$ cat src/rtl/irq_controller.sv
// Eight-source prioritised interrupt controller: PRIO/ENABLE/FLAGS registers,
// fixed-priority arbitration and an IDLE/REQ/CLEAR request handshake to the CPU.
module irq_controller (
  input  logic        clk,
  input  logic        reset,
  input  logic        clk_ce,
  input  logic        bus_write,
  input  logic        bus_read,
  input  logic [23:0] bus_address_in,
  input  logic [7:0]  bus_data_in,
  output logic [7:0]  bus_data_out,
  input  logic [7:0]  irq_sources,
  input  logic [1:0]  cpu_level,
  input  logic        irq_ack,
  output logic        irq_req,
  output logic [2:0]  irq_index,
  output logic [1:0]  irq_level
);

  localparam logic [23:0] A_PRIO   = 24'h002020;
  localparam logic [23:0] A_ENABLE = 24'h002023;
  localparam logic [23:0] A_FLAGS  = 24'h002027;

  typedef enum logic [1:0] {S_IDLE, S_REQ, S_CLEAR} state_t;

  state_t      r_state;
  logic [7:0]  r_prio;
  logic [7:0]  r_enable;
  logic [7:0]  r_flags;
  logic        r_irq_req;
  logic [2:0]  r_irq_index;
  logic [1:0]  r_irq_level;

  logic [7:0]  w_pending;
  logic        w_win_vld;
  logic [2:0]  w_win_idx;
  logic [1:0]  w_win_lvl;
  logic        w_eligible;
  logic        w_wr_prio;
  logic        w_wr_enable;
  logic        w_wr_flags;
  logic        w_ack;
  logic [7:0]  w_clr;
  logic [7:0]  w_flags_nxt;

  // Sources 2g and 2g+1 share the two-bit priority field of group g.
  function automatic logic [1:0] grp_prio(input logic [7:0] prio, input logic [2:0] src);
    logic [1:0] lvl;
    case (src[2:1])
      2'd0:    lvl = prio[1:0];
      2'd1:    lvl = prio[3:2];
      2'd2:    lvl = prio[5:4];
      default: lvl = prio[7:6];
    endcase
    return lvl;
  endfunction

  always_comb begin
    w_pending = 8'h00;
    for (int i = 0; i < 8; i++)
      w_pending[i] = r_flags[i] & r_enable[i] & (grp_prio(r_prio, 3'(i)) != 2'd0);
  end

  // Scan from the top index down with >= so equal priorities resolve to the lowest index.
  always_comb begin
    w_win_vld = 1'b0;
    w_win_idx = 3'd0;
    w_win_lvl = 2'd0;
    for (int i = 7; i >= 0; i--) begin
      if (w_pending[i] && (grp_prio(r_prio, 3'(i)) >= w_win_lvl)) begin
        w_win_vld = 1'b1;
        w_win_idx = 3'(i);
        w_win_lvl = grp_prio(r_prio, 3'(i));
      end
    end
  end

  assign w_eligible  = w_win_vld && ((w_win_lvl > cpu_level) || (w_win_lvl == 2'd3));
  assign w_wr_prio   = bus_write && (bus_address_in == A_PRIO);
  assign w_wr_enable = bus_write && (bus_address_in == A_ENABLE);
  assign w_wr_flags  = bus_write && (bus_address_in == A_FLAGS);
  assign w_ack       = (r_state == S_REQ) && irq_ack;

  // New source pulses win over any clear landing in the same cycle.
  assign w_clr       = (w_wr_flags ? bus_data_in : 8'h00) |
                       (w_ack ? (8'd1 << r_irq_index) : 8'h00);
  assign w_flags_nxt = (r_flags & ~w_clr) | irq_sources;

  always_ff @(posedge clk) begin
    if (clk_ce) begin
      if (!reset) begin
        r_prio      <= 8'h00;
        r_enable    <= 8'h00;
        r_flags     <= 8'h00;
        r_state     <= S_IDLE;
        r_irq_req   <= 1'b0;
        r_irq_index <= 3'd0;
        r_irq_level <= 2'd0;
      end else begin
        if (w_wr_prio)   r_prio   <= bus_data_in;
        if (w_wr_enable) r_enable <= bus_data_in;
        r_flags <= w_flags_nxt;
        case (r_state)
          S_IDLE: begin
            if (w_eligible) begin
              r_irq_index <= w_win_idx;
              r_irq_level <= w_win_lvl;
              r_irq_req   <= 1'b1;
              r_state     <= S_REQ;
            end
          end
          S_REQ: begin
            if (irq_ack) begin
              r_irq_req <= 1'b0;
              r_state   <= S_CLEAR;
            end else if (!w_pending[r_irq_index]) begin
              r_irq_req <= 1'b0;
              r_state   <= S_IDLE;
            end
          end
          default: begin
            r_irq_req <= 1'b0;
            r_state   <= S_IDLE;
          end
        endcase
      end
    end
  end

  always_comb begin
    bus_data_out = 8'h00;
    if (bus_read) begin
      case (bus_address_in)
        A_PRIO:   bus_data_out = r_prio;
        A_ENABLE: bus_data_out = r_enable;
        A_FLAGS:  bus_data_out = r_flags;
        default:  bus_data_out = 8'h00;
      endcase
    end
  end

  assign irq_req   = r_irq_req;
  assign irq_index = r_irq_index;
  assign irq_level = r_irq_level;

endmodule

$ cat config.mk
export PLATFORM = sky130hd
export DESIGN_NAME = irq_controller
export DESIGN_NICKNAME = d
export VERILOG_FILES = /design/src/rtl/irq_controller.sv
export SDC_FILE = /design/constraint.sdc
export NUM_CORES = 1
export LEC_CHECK = 0
export ABC_AREA = 1
export ABC_CLOCK_PERIOD_IN_PS = 6160
export CORE_ASPECT_RATIO = 1.25
export CORE_MARGIN = 3
export CORE_UTILIZATION = 46
export CTS_BUF_LIST = sky130_fd_sc_hd__clkbuf_8
export DETAILED_ROUTE_END_ITERATION = 8
export PLACE_DENSITY_LB_ADDON = 0.15
export SLEW_MARGIN = 15
export SYNTH_ARGS = -nofsm -noshare
export SYNTH_HDL_FRONTEND = slang
export SYNTH_SLANG_ARGS = --single-unit
$ cat constraint.sdc
create_clock -name clk -period 6.16 [get_ports clk]
set_input_delay 1.848 -clock clk [delete_from_list [all_inputs] [get_ports clk]]
set_output_delay 1.848 -clock clk [all_outputs]
set_load 0.05 [all_outputs]
== After elaboration in Yosys (flattened, before gate mapping) ==
Index checks and enable logic that the tools add are counted.

* Equality and inequality tests: 11
* Shifts and indexed selects: 1
* Bitwise operators: 20
* Reduce and logical (&&, ||, !) cells: 23
* Order comparisons: 10
* Multiplexer cells: 44

{| class="wikitable"
|+ Operators by type and width
! cell !! count
|-
| equality test 24 x 14 -> 1 bit (second input constant) || 3
|-
| 2-to-1 mux 8 bit || 5
|-
| 2-to-1 mux 3 bit || 10
|-
| 2-to-1 mux 2 bit || 13
|-
| one-hot mux 8 bit (3 select lines) || 1
|-
| bitwise AND 1 bit || 16
|-
| bitwise OR 8 bit || 2
|-
| greater-or-equal comparator 2 bit || 7
|-
| logical AND 1 bit || 13
|-
| 2-to-1 mux 1 bit || 12
|-
| bitwise AND 8 bit || 1
|-
| != test 2 x 1 -> 1 bit (second input constant) || 4
|-
| inverter 8 bit || 1
|-
| nonzero test 2 bit || 4
|-
| << shifter 1 x 3 -> 8 bit (first input constant) || 1
|-
| AND reduction 3 bit || 2
|-
| less-than comparator 3 x 4 -> 1 bit (second input constant) || 1
|-
| != test 4 bit (second input constant) || 1
|-
| one-hot mux 2 bit (2 select lines) || 1
|-
| AND reduction 2 bit || 2
|-
| binary-select mux 1 bit (select 3 bit) || 1
|-
| != test 3 bit (second input constant) || 1
|-
| equality test 2 x 1 -> 1 bit (second input constant) || 1
|-
| equality test 2 bit (second input constant) || 1
|-
| 5 further kinds || 5
|}

* Word-level logic and storage cells: 116
* Output and inout port bits: 14
* Register bits: 32

== Depth between registers and ports, before layout ==
Gate-level depths: netlist of the first run.

* Depth in word-level cells: 30
* Gate-level depth with buffers: 58
* Depth with buffers taken out: 58

== Worst setup path before layout of the first run ==
OpenSTA, ideal clock, no wires.

* Path kind: reg2reg
* Start: register r_prio[7]
* End: register r_irq_index[0] (netlist: irq_index[0]) (enable)
* Data required time: 5.836 ns
* Stages on the path, launching flop included: 56
* Slack: -0.078 ns
* Buffers on the path: 0
* Arrival: 5.914 ns
* Path through: edfxtp_1 nor2_2 a21oi_2 nand2_1 inv_1 ha_1 nor2_1 o21ai_1 nand3_1 nand2_1 o21ai_0 ha_1 inv_1 nand2_1 nand2_1 nand2_2 nand2_4 nand2_1 [... 20 more ...] nand3_2 nand2_2 nand2_2 nand2_1 ha_1 o21ai_0 nand2_1 nand2_1 inv_1 nand2_1 o21ai_4 ha_1 inv_1 nor2_1 o21ai_0 nand2_2 nand3_2 a21oi_2

* Cells in the longest elaborated chain, start to end: 30
* Elaborated cells on any way between the ends: 41
* Classes of those cells: order compare: 9; eq/ne: 2; mux: 16; bitwise: 2; reduce/logical: 12

{| class="wikitable"
|+ RTL lines
! element !! RTL line !! source
|-
| start, declared || 27 || <nowiki>logic [7:0] r_prio;</nowiki>
|-
| start signal, assigned || 100 || <nowiki>if (w_wr_prio) r_prio <= bus_data_in;</nowiki>
|-
| nonzero test 2 bit || 61 || <nowiki>w_pending[i] = r_flags[i] & r_enable[i] & (grp_prio(r_prio, 3'(i)) != 2'd0);</nowiki>
|-
| bitwise AND 1 bit || 61 ||
|-
| logical AND 1 bit || 70 || <nowiki>if (w_pending[i] && (grp_prio(r_prio, 3'(i)) >= w_win_lvl)) begin</nowiki>
|-
| 2-to-1 mux 2 bit || 70 ||
|-
| greater-or-equal comparator 2 bit || 70 ||
|-
| logical AND 1 bit || 70 ||
|-
| 2-to-1 mux 2 bit * || 70 ||
|-
| greater-or-equal comparator 2 bit || 70 ||
|-
| [... 15 more ...] || n/a ||
|-
| logical AND 1 bit || 70 ||
|-
| 2-to-1 mux 2 bit * || 70 ||
|-
| net w_win_lvl[1] || 37 || <nowiki>logic [1:0] w_win_lvl;</nowiki>
|-
| > comparator 2 bit or equality test 2 bit (tied branches) || 78 || <nowiki>assign w_eligible = w_win_vld && ((w_win_lvl > cpu_level) || (w_win_lvl == 2'd3));</nowiki>
|-
| logical OR 1 bit * || 78 ||
|-
| logical AND 1 bit * || 78 ||
|-
| != test 2 x 1 -> 1 bit (no source line) * || n/a ||
|-
| AND reduction 3 bit (no source line) * || n/a ||
|-
| end signal, assigned || 106 || <nowiki>r_irq_index <= w_win_idx;</nowiki>
|-
| end, declared || 31 || <nowiki>logic [2:0] r_irq_index;</nowiki>
|}

The timed path passes the listed nets; every way through them passes the cells marked *.
A chain may end at the register's enable or synchronous reset.

== Worst setup path in the final report of the first run ==
* Start: register r_prio[6]
* End: register r_irq_index[2] (netlist: irq_index[2]) (enable)

* Cells in the longest elaborated chain, start to end: 30
* Elaborated cells on any way between the ends: 41
* Classes of those cells: order compare: 9; eq/ne: 2; mux: 16; bitwise: 2; reduce/logical: 12

{| class="wikitable"
|+ RTL lines
! element !! RTL line
|-
| nonzero test 2 bit || 61
|-
| bitwise AND 1 bit || 61
|-
| logical AND 1 bit || 70
|-
| 2-to-1 mux 2 bit || 70
|-
| greater-or-equal comparator 2 bit || 70
|-
| logical AND 1 bit || 70
|-
| 2-to-1 mux 2 bit || 70
|-
| greater-or-equal comparator 2 bit || 70
|-
| [... 14 more ...] || n/a
|-
| greater-or-equal comparator 2 bit || 70
|-
| logical AND 1 bit || 70
|-
| 2-to-1 mux 2 bit || 70
|-
| > comparator 2 bit or equality test 2 bit (tied branches) || 78
|-
| logical OR 1 bit || 78
|-
| logical AND 1 bit * || 78
|-
| != test 2 x 1 -> 1 bit (no source line) * || n/a
|-
| AND reduction 3 bit (no source line) * || n/a
|}

Every way passes the cells marked *; elsewhere a longest branch is shown, timed or not.

==> results of run 1 <==
[sequential cells by signal (all words and copies together), names as in the netlist]
| signal | flops |
|---|---|
| irq_level | 2 |
| r_flags | 8 |
| r_enable | 8 |
| r_prio | 8 |
| r_state | 1 |
| irq_req | 1 |
| irq_index | 3 |
[metrics by stage]
step | setup WS (ps) | std cells
detailed placement | -229 | 446
global placement | -90.8 | 446
CTS | 0.0462 | 462
finish | -61.5 | 469
floorplan | 8.32 | 309
global route | -579 | 469
[cell families (layout without fill, tap and decap cells)]
kind of cell             after synthesis  count (layout)  share of synthesized area, %
AND/OR/NAND/NOR                      148             148                          30.6
buffers and inverters                 69             169                          10.9
AO/OA/AOI/OAI                         52              52                          14.3
flip-flops                            31              31                          39.3
adder cells (fa/ha/maj)                9               9                          4.76
[cells in the final DEF (no fill, tap or decap), drive strengths merged]
cell,n
a21oi,16
a221oi,4
a22oi,2
a31oi,2
buf,43
bufinv,1
clkbuf,5
clkdlybuf4s50,53
clkinv,4
edfxtp,31
ha,9
inv,63
nand2,71
nand3,28
nand4,3
nor2,33
nor3,5
nor3b,1
nor4,7
o211ai,8
o21ai,14
o22ai,4
o31ai,2
[what timing repair did]
action / in CTS / in global routing
setup endpoints to repair: 7 / 12
buffers inserted: 8 / 7
pin swaps: 15 / 29
gates resized for setup: 12 / 22
[layer usage]
metal | vias to the layer above | global-route usage (%) | share of wire [%]
li1 | 1237 | - | -
met2 | 98 | 41.8 | 51
met4 | 0 | 11.3 | 3.0
met5 | - | 0 | 0
met3 | 19 | 3.36 | 5.8
met1 | 1166 | 27.3 | 40
[report_power, final]
part | internal [µW] | switching, µW | leakage (µW)
clock network | 118 | 72.9 | 0.0000556
registers | 253 | 14.6 | 0.000289
logic | 121 | 142 | 0.00125
[critical path, delay by kind of cell (launching register included)]
kind            cells  cell delay (ps)
simple gates       33             2630
fa+ha+maj           7             1760
compound gates      8              790
flops               1              400
buf+inv             5              340
[final cells by class]
class	count	area, µm²	share of cell area, %
multi-input combinational	209	1320	36.2
tap	60	75.1	2.07
clock buffer	5	68.8	1.89
inverter	65	251	6.92
clock inverter	3	38.8	1.07
sequential	31	931	25.6
timing repair buffer	96	953	26.2
[final timing paths]
kind	start	end
worst min register to register	r_state[1]	irq_req
worst max-delay path	r_prio[6]	irq_index[2]
worst min-delay path	r_state[1]	irq_req
worst max register to register	r_prio[6]	irq_index[2]
==> summary.txt, run 1 <==
Synthesis
  • Netlist cell types: 31
  • Post-synth top area share: 39.3%
  • Post-synth top area cell: edfxtp_1
  • Most common cell in the netlist: inv_1
  • Syn Inst Count: 309
  • EDFF count, synth: 31
  • Top_reg_cell synth: edfxtp_1
  • Share of async-settable or async-resettable flops after synthesis: 0%
  • Syn. warnings: 0
  • Syn_nets: 366
  • Mapped cell area: 2370 µm²
  • Yosys reg bits: 31
  • Syn avg cell area: 7.66 µm²
  • Post-synth top cells: inv_1 (62), nand2_1 (58), edfxtp_1 (31), nor2_1 (31), nand3_1 (21)
  • Synth top area cells: edfxtp_1 (39%), inv_1 (9.8%), nand2_1 (9.2%), nor2_1 (4.9%), ha_1 (4.8%)
  • Sequential area share after synthesis: 39.3%

Critical path
  • Critical Path Start Type: flop
  • Crit-path max FO: 5
  • Worst setup EP type: flop
  • Req. time, crit path: roughly 6100 ps
  • Crit-path max cell delay: approximately 400 ps
  • Worst EP arrival: 6200 ps
  • CP Class: flop to flop
  • Worst reg2reg setup slack: -60 ps
  • Crit path max-delay cell type: edfxtp_1
  • Cell mode on critical path: nand2_2
  • Worst r2r path cells: 53

GRT
  • Overall Global Routing Usage: 23.3%
  • First-pass GRT wire length: 11.3 mm
  • GRT overflow: 0
  • Vias in the first global route: 2431
  • Initial antenna violation count: 0
  • Largest net degree at the start of global routing: 16

Finish
  • Syn-to-layout area delta: 53.6%
  • Diode count: 0
  • Post-Layout Inst Area: 3630 µm²
  • Layout Nets: around 470
  • Proportion of layout cells with a drive suffix above 1: 24.9%
  • Util after Layout: roughly three quarters
  • Fillers: 367

Power
  • P_leak: 0.00160 µW
  • Overall power: 722 µW
  • Peak VDD IR: 0.000208 V
  • Pwr Density: 199 nW/µm²

STA
  • Setup TNS after final layout: -303 ps
  • Worst rel slew slack: 47.0%
  • Final setup violating endpoints: 5
  • Worst Skew: about 1.8 ps
  • Unrepaired setup endpoints after global routing: yes
  • Final worst setup slack: -61.5 ps
  • Crit share post-route: 101%
  • Min cycle time layout: 6220 ps
  • Endpoints failing hold: 0
  • Hold slack: 628 ps
  • Max Slew Vio Count: 0
  • Fmax: ~160 MHz
  • Worst slew pin tran: ~800 ps

Floorplan
  • Die height: roughly 86 µm
  • # rows: 28
  • Initial core utilization: 48.9%
  • Core Footprint: 4830 µm²
  • Width of the die: 70.1 µm
  • Die footprint: 6050 µm²
  • IO Count: between 60 and 70

Job
  • Max Cap Viol: 0

Hold path
  • Hold/Removal Path Class: flop to flop
  • Hold depth: 1

Route
  • 1st-iter DRT viols: 144
  • Avg WL per Cell: 14.5 µm
  • Drc violations: 0
  • Via count: approximately 2.5k
  • Final ANT Viol Nets: 0
  • Final WL: 6.79 mm
  • DR pass1 iterations: 4
  • Via-to-Cell Ratio: 5.37

Clock tree
  • Root buf cell: clkbuf_8
  • Clock Pin Slew Worst Setup and Hold Paths: 60 ps
  • TritonCTS clock tree: done
  • Sink Count: 31
  • Max clock buf depth: 2
  • H-tree Lvls: 2
  • Hold-fix buffer count after cts: 0
  • CTS Buf Count: 5
  • Insertion delay to the later sink of the worst-skew pair: 280 ps

Place
  • Dpl cell area: 3280 µm²
  • PortBufs: 61
  • Placer Congestion: 0.895
  • DP Wirelength: 5.23 mm

Status
  • Run status: finished with violations
  • Failing checks: setup timing
No activity file was read; power rests on OpenSTA's default activity.
==> run 2: changes to the inputs <==
--- a/config.mk
+++ b/config.mk
@@ -11,8 +11,10 @@
 export CORE_MARGIN = 3
 export CORE_UTILIZATION = 46
 export CTS_BUF_LIST = sky130_fd_sc_hd__clkbuf_8
+export CTS_CLUSTER_SIZE = 10
 export DETAILED_ROUTE_END_ITERATION = 8
 export PLACE_DENSITY_LB_ADDON = 0.15
+export SETUP_SLACK_MARGIN = 0.3
 export SLEW_MARGIN = 15
 export SYNTH_ARGS = -nofsm -noshare
 export SYNTH_HDL_FRONTEND = slang
==> run 2 against run 1 <==
Effect of this change:
- non-clock buffer count grew 13
- utilization grew 2.9 points
- worst setup slack lost 14 ps
- sequential power is essentially flat
- final area grew 3.8%
- the run still ends with setup timing left
- register-to-register slack is essentially flat
- first-iteration DRC count grew 31%
- die area is the same
- combinational power grew 9.9%
- critical path depth grew 2
- clock skew grew 4.3 ps
==> summary.txt, run 2 (same netlist as run 1, synthesis figures left out) <==
Power
  • Pwr Density: 186 nW/µm² (was 199 nW/µm²)
  • P_leak: 0.00166 µW (was 0.00160 µW)
  • Sw Share: 33.7% (was 31.8%)
  • Clock Power Share: 20.7% (was 26.5%)
  • Combinational share of power: 41.1% (was 36.5%)
  • Overall power: 704 µW (was 722 µW)
  • Internal Dissipation: 466 µW (was 492 µW)
  • Peak VDD IR: 0.000225 V (was 0.000208 V)
  • Reg power frac: 38.2% (was 37.1%)
  • Net Switching: 237 µW (was 230 µW)

Hold path
  • Hold/Removal Path Class: flop to flop (unchanged)

Finish
  • Syn-to-layout area delta: 59.4% (was 53.6%)
  • Leading cell type in the layout, fill and taps excluded: inv_1 (unchanged)
  • Proportion of layout cells with a drive suffix above 1: 30.2% (was 24.9%)
  • Most frequent cells in the layout: inv_1 (58), clkdlybuf4s50_1 (53), nand2_1 (49) (was inv_1 (58), clkdlybuf4s50_1 (53), nand2_1 (51))
  • Layout Nets: 478 (was 465)
  • Util after Layout: 78.0% (was 75.2%)
  • Final non-filler cell total: 481 (was 469)
  • Diode count: 0 (unchanged)
  • Top flop regs: r_enable (8), r_flags (8), r_prio (8) (unchanged)

STA
  • Worst Skew: 6.15 ps (was 1.81 ps)
  • Worst rel slew slack: 42.3% (was 47.0%)
  • Max Slew Vio Count: 0 (unchanged)
  • Worst slew pin tran: 865 ps (was 795 ps)
  • Unrepaired setup endpoints after global routing: yes (unchanged)
  • Setup TNS after final layout: -367 ps (was -303 ps)
  • Crit share post-route: 101% (about the same)
  • Fmax: 160 MHz (was 161 MHz)
  • Final setup violating endpoints: 5 (unchanged)
  • Min cycle time layout: 6240 ps (was 6220 ps)
  • Endpoints failing hold: 0 (unchanged)
  • Final worst setup slack: -75.8 ps (was -61.5 ps)

Critical path
  • Critical Path Start Type: flop (unchanged)
  • Cell mode on critical path: nand2_2 (unchanged)
  • Crit-path max FO: 5 (unchanged)
  • Crit-path max cell delay: 420 ps (was 400 ps)
  • Worst EP arrival: 6210 ps (was 6200 ps)
  • CP Class: flop to flop (unchanged)
  • Crit path max-delay cell type: edfxtp_1 (unchanged)
  • Worst setup EP type: flop (unchanged)
  • Req. time, crit path: 6130 ps (was 6140 ps)

Clock tree
  • CTS Buf Count: 5 (unchanged)
  • Insertion delay to the later sink of the worst-skew pair: 290 ps (was 280 ps)
  • TritonCTS clock tree: done (unchanged)
  • Sink Count: 31 (unchanged)
  • Clock Pin Slew Worst Setup and Hold Paths: 60 ps (about the same)
  • Root buf cell: clkbuf_8 (unchanged)
  • H-tree Lvls: 2 (unchanged)
  • Max clock buf depth: 2 (unchanged)

Route
  • 1st-iter DRT viols: 189 (was 144)
  • Met1 WL: 2.71 mm (was 2.70 mm)
  • Met3 wire len: 585 µm (was 396 µm)
  • Via-to-Cell Ratio: 5.31 (was 5.37)
  • Final ANT Viol Nets: 0 (unchanged)
  • Max layer used: met4 (unchanged)
  • Avg WL per Cell: 14.9 µm (was 14.5 µm)
  • DR pass1 iterations: 4 (unchanged)
  • Drc violations: 0 (unchanged)
  • Via count: 2555 (was 2520)
  • Routed met2 length: 3.74 mm (was 3.48 mm)
  • Final WL: 7.19 mm (was 6.79 mm)

Place
  • Placer Congestion: 0.880 (was 0.895)
  • PortBufs: 61 (unchanged)
  • DP Wirelength: 5.45 mm (was 5.23 mm)
  • Placed Cells: 457 (was 446)
  • Place WS: -25.3 ps (was -229 ps)

GRT
  • Initial antenna violation count: 0 (unchanged)
  • Vias in the first global route: 2511 (was 2431)
  • First-pass GRT wire length: 11.3 mm (about the same)
  • Overall Global Routing Usage: 23.5% (was 23.3%)
  • GRT overflow: 0 (unchanged)
  • Largest net degree at the start of global routing: 16 (unchanged)

Floorplan
  • Initial core utilization: 48.9% (unchanged)
  • # rows: 28 (unchanged)
  • Core Footprint: 4830 µm² (unchanged)
  • IO Count: 62 (unchanged)
  • Width of the die: 70.1 µm (unchanged)
  • Die height: 86.2 µm (unchanged)
  • Die footprint: 6050 µm² (unchanged)

Status
  • Run status: finished with violations (unchanged)
  • Failing checks: setup timing (unchanged)

Job
  • Max Cap Viol: 0 (unchanged)
==> run 2: cell types whose count changed in the layout (fill, tap and decap cells not counted), sizes merged <==
cell | previous run | this run
clkinv | 4 | 3
inv | 63 | 64
buf | 43 | 56
bufinv | 1 | 0
==> run 2: metrics by stage <==
stage | area (µm²) | hold slack, ps
after CTS | 3580 | 631
after global routing | 3770 | 669
after global placement | 3410 | 615
final | 3770 | 633
after detailed placement | 3410 | 621
after floorplan | 2430 | 592
==> run 2: final timing paths <==
| kind | start | endpoint | slack [ps] | cells after the start |
|---|---|---|---|---|
| worst max-delay path | r_prio[6] | irq_level[1] | -80 | 55 |
| worst min-delay path | r_state[1] | irq_req | 630 | 1 |
| worst max register to register | r_prio[6] | irq_level[1] | -80 | 55 |
| worst min register to register | r_state[1] | irq_req | 630 | 1 |
==> run 2: power by group through the flow <==
| stage | registers (µW) | logic, µW | clock network, µW |
|---|---|---|---|
| floorplan | 283 | 123 | 0 |
| global placement | 271 | 231 | 0 |
| detailed placement | 272 | 236 | 0 |
| CTS | 268 | 248 | 147 |
| global route | 270 | 315 | 160 |
| finish | 269 | 289 | 146 |
==> run 2: timing repair <==
action	CTS	global route
hold buffers	0	0
endpoints found under the setup margin	11	20
pin swaps	17	33
buffers inserted	9	8
gates resized for setup	5	32
cloned	0	0
==> run 2: cell type report <==
type,instances,area [µm²]
Timing Repair Buffer,109,1070
Tap cell,60,75.1
Inverter,65,246
Clock inverter,2,8.76
Fill cell,349,1060
Clock buffer,5,68.8
Sequential cell,31,931
Multi-Input combinational cell,209,1370
==> run 2: worst max-delay path, delay by kind of cell, from the launching register on <==
family	cells	cell delay, ps
buffers and inverters	6	330
adder cells (fa/ha/maj)	7	1890
AO/OA/AOI/OAI	9	820
AND/OR/NAND/NOR	33	2470
flip-flops	1	420
==> run 2: routing by layer <==
layer  vias to the layer above  global-route usage [%]
met5                         -                       0
met4                         0                    8.36
met3                        20                    4.64
met2                       124                    43.9
met1                      1153                    26.5
li1                       1258                       -
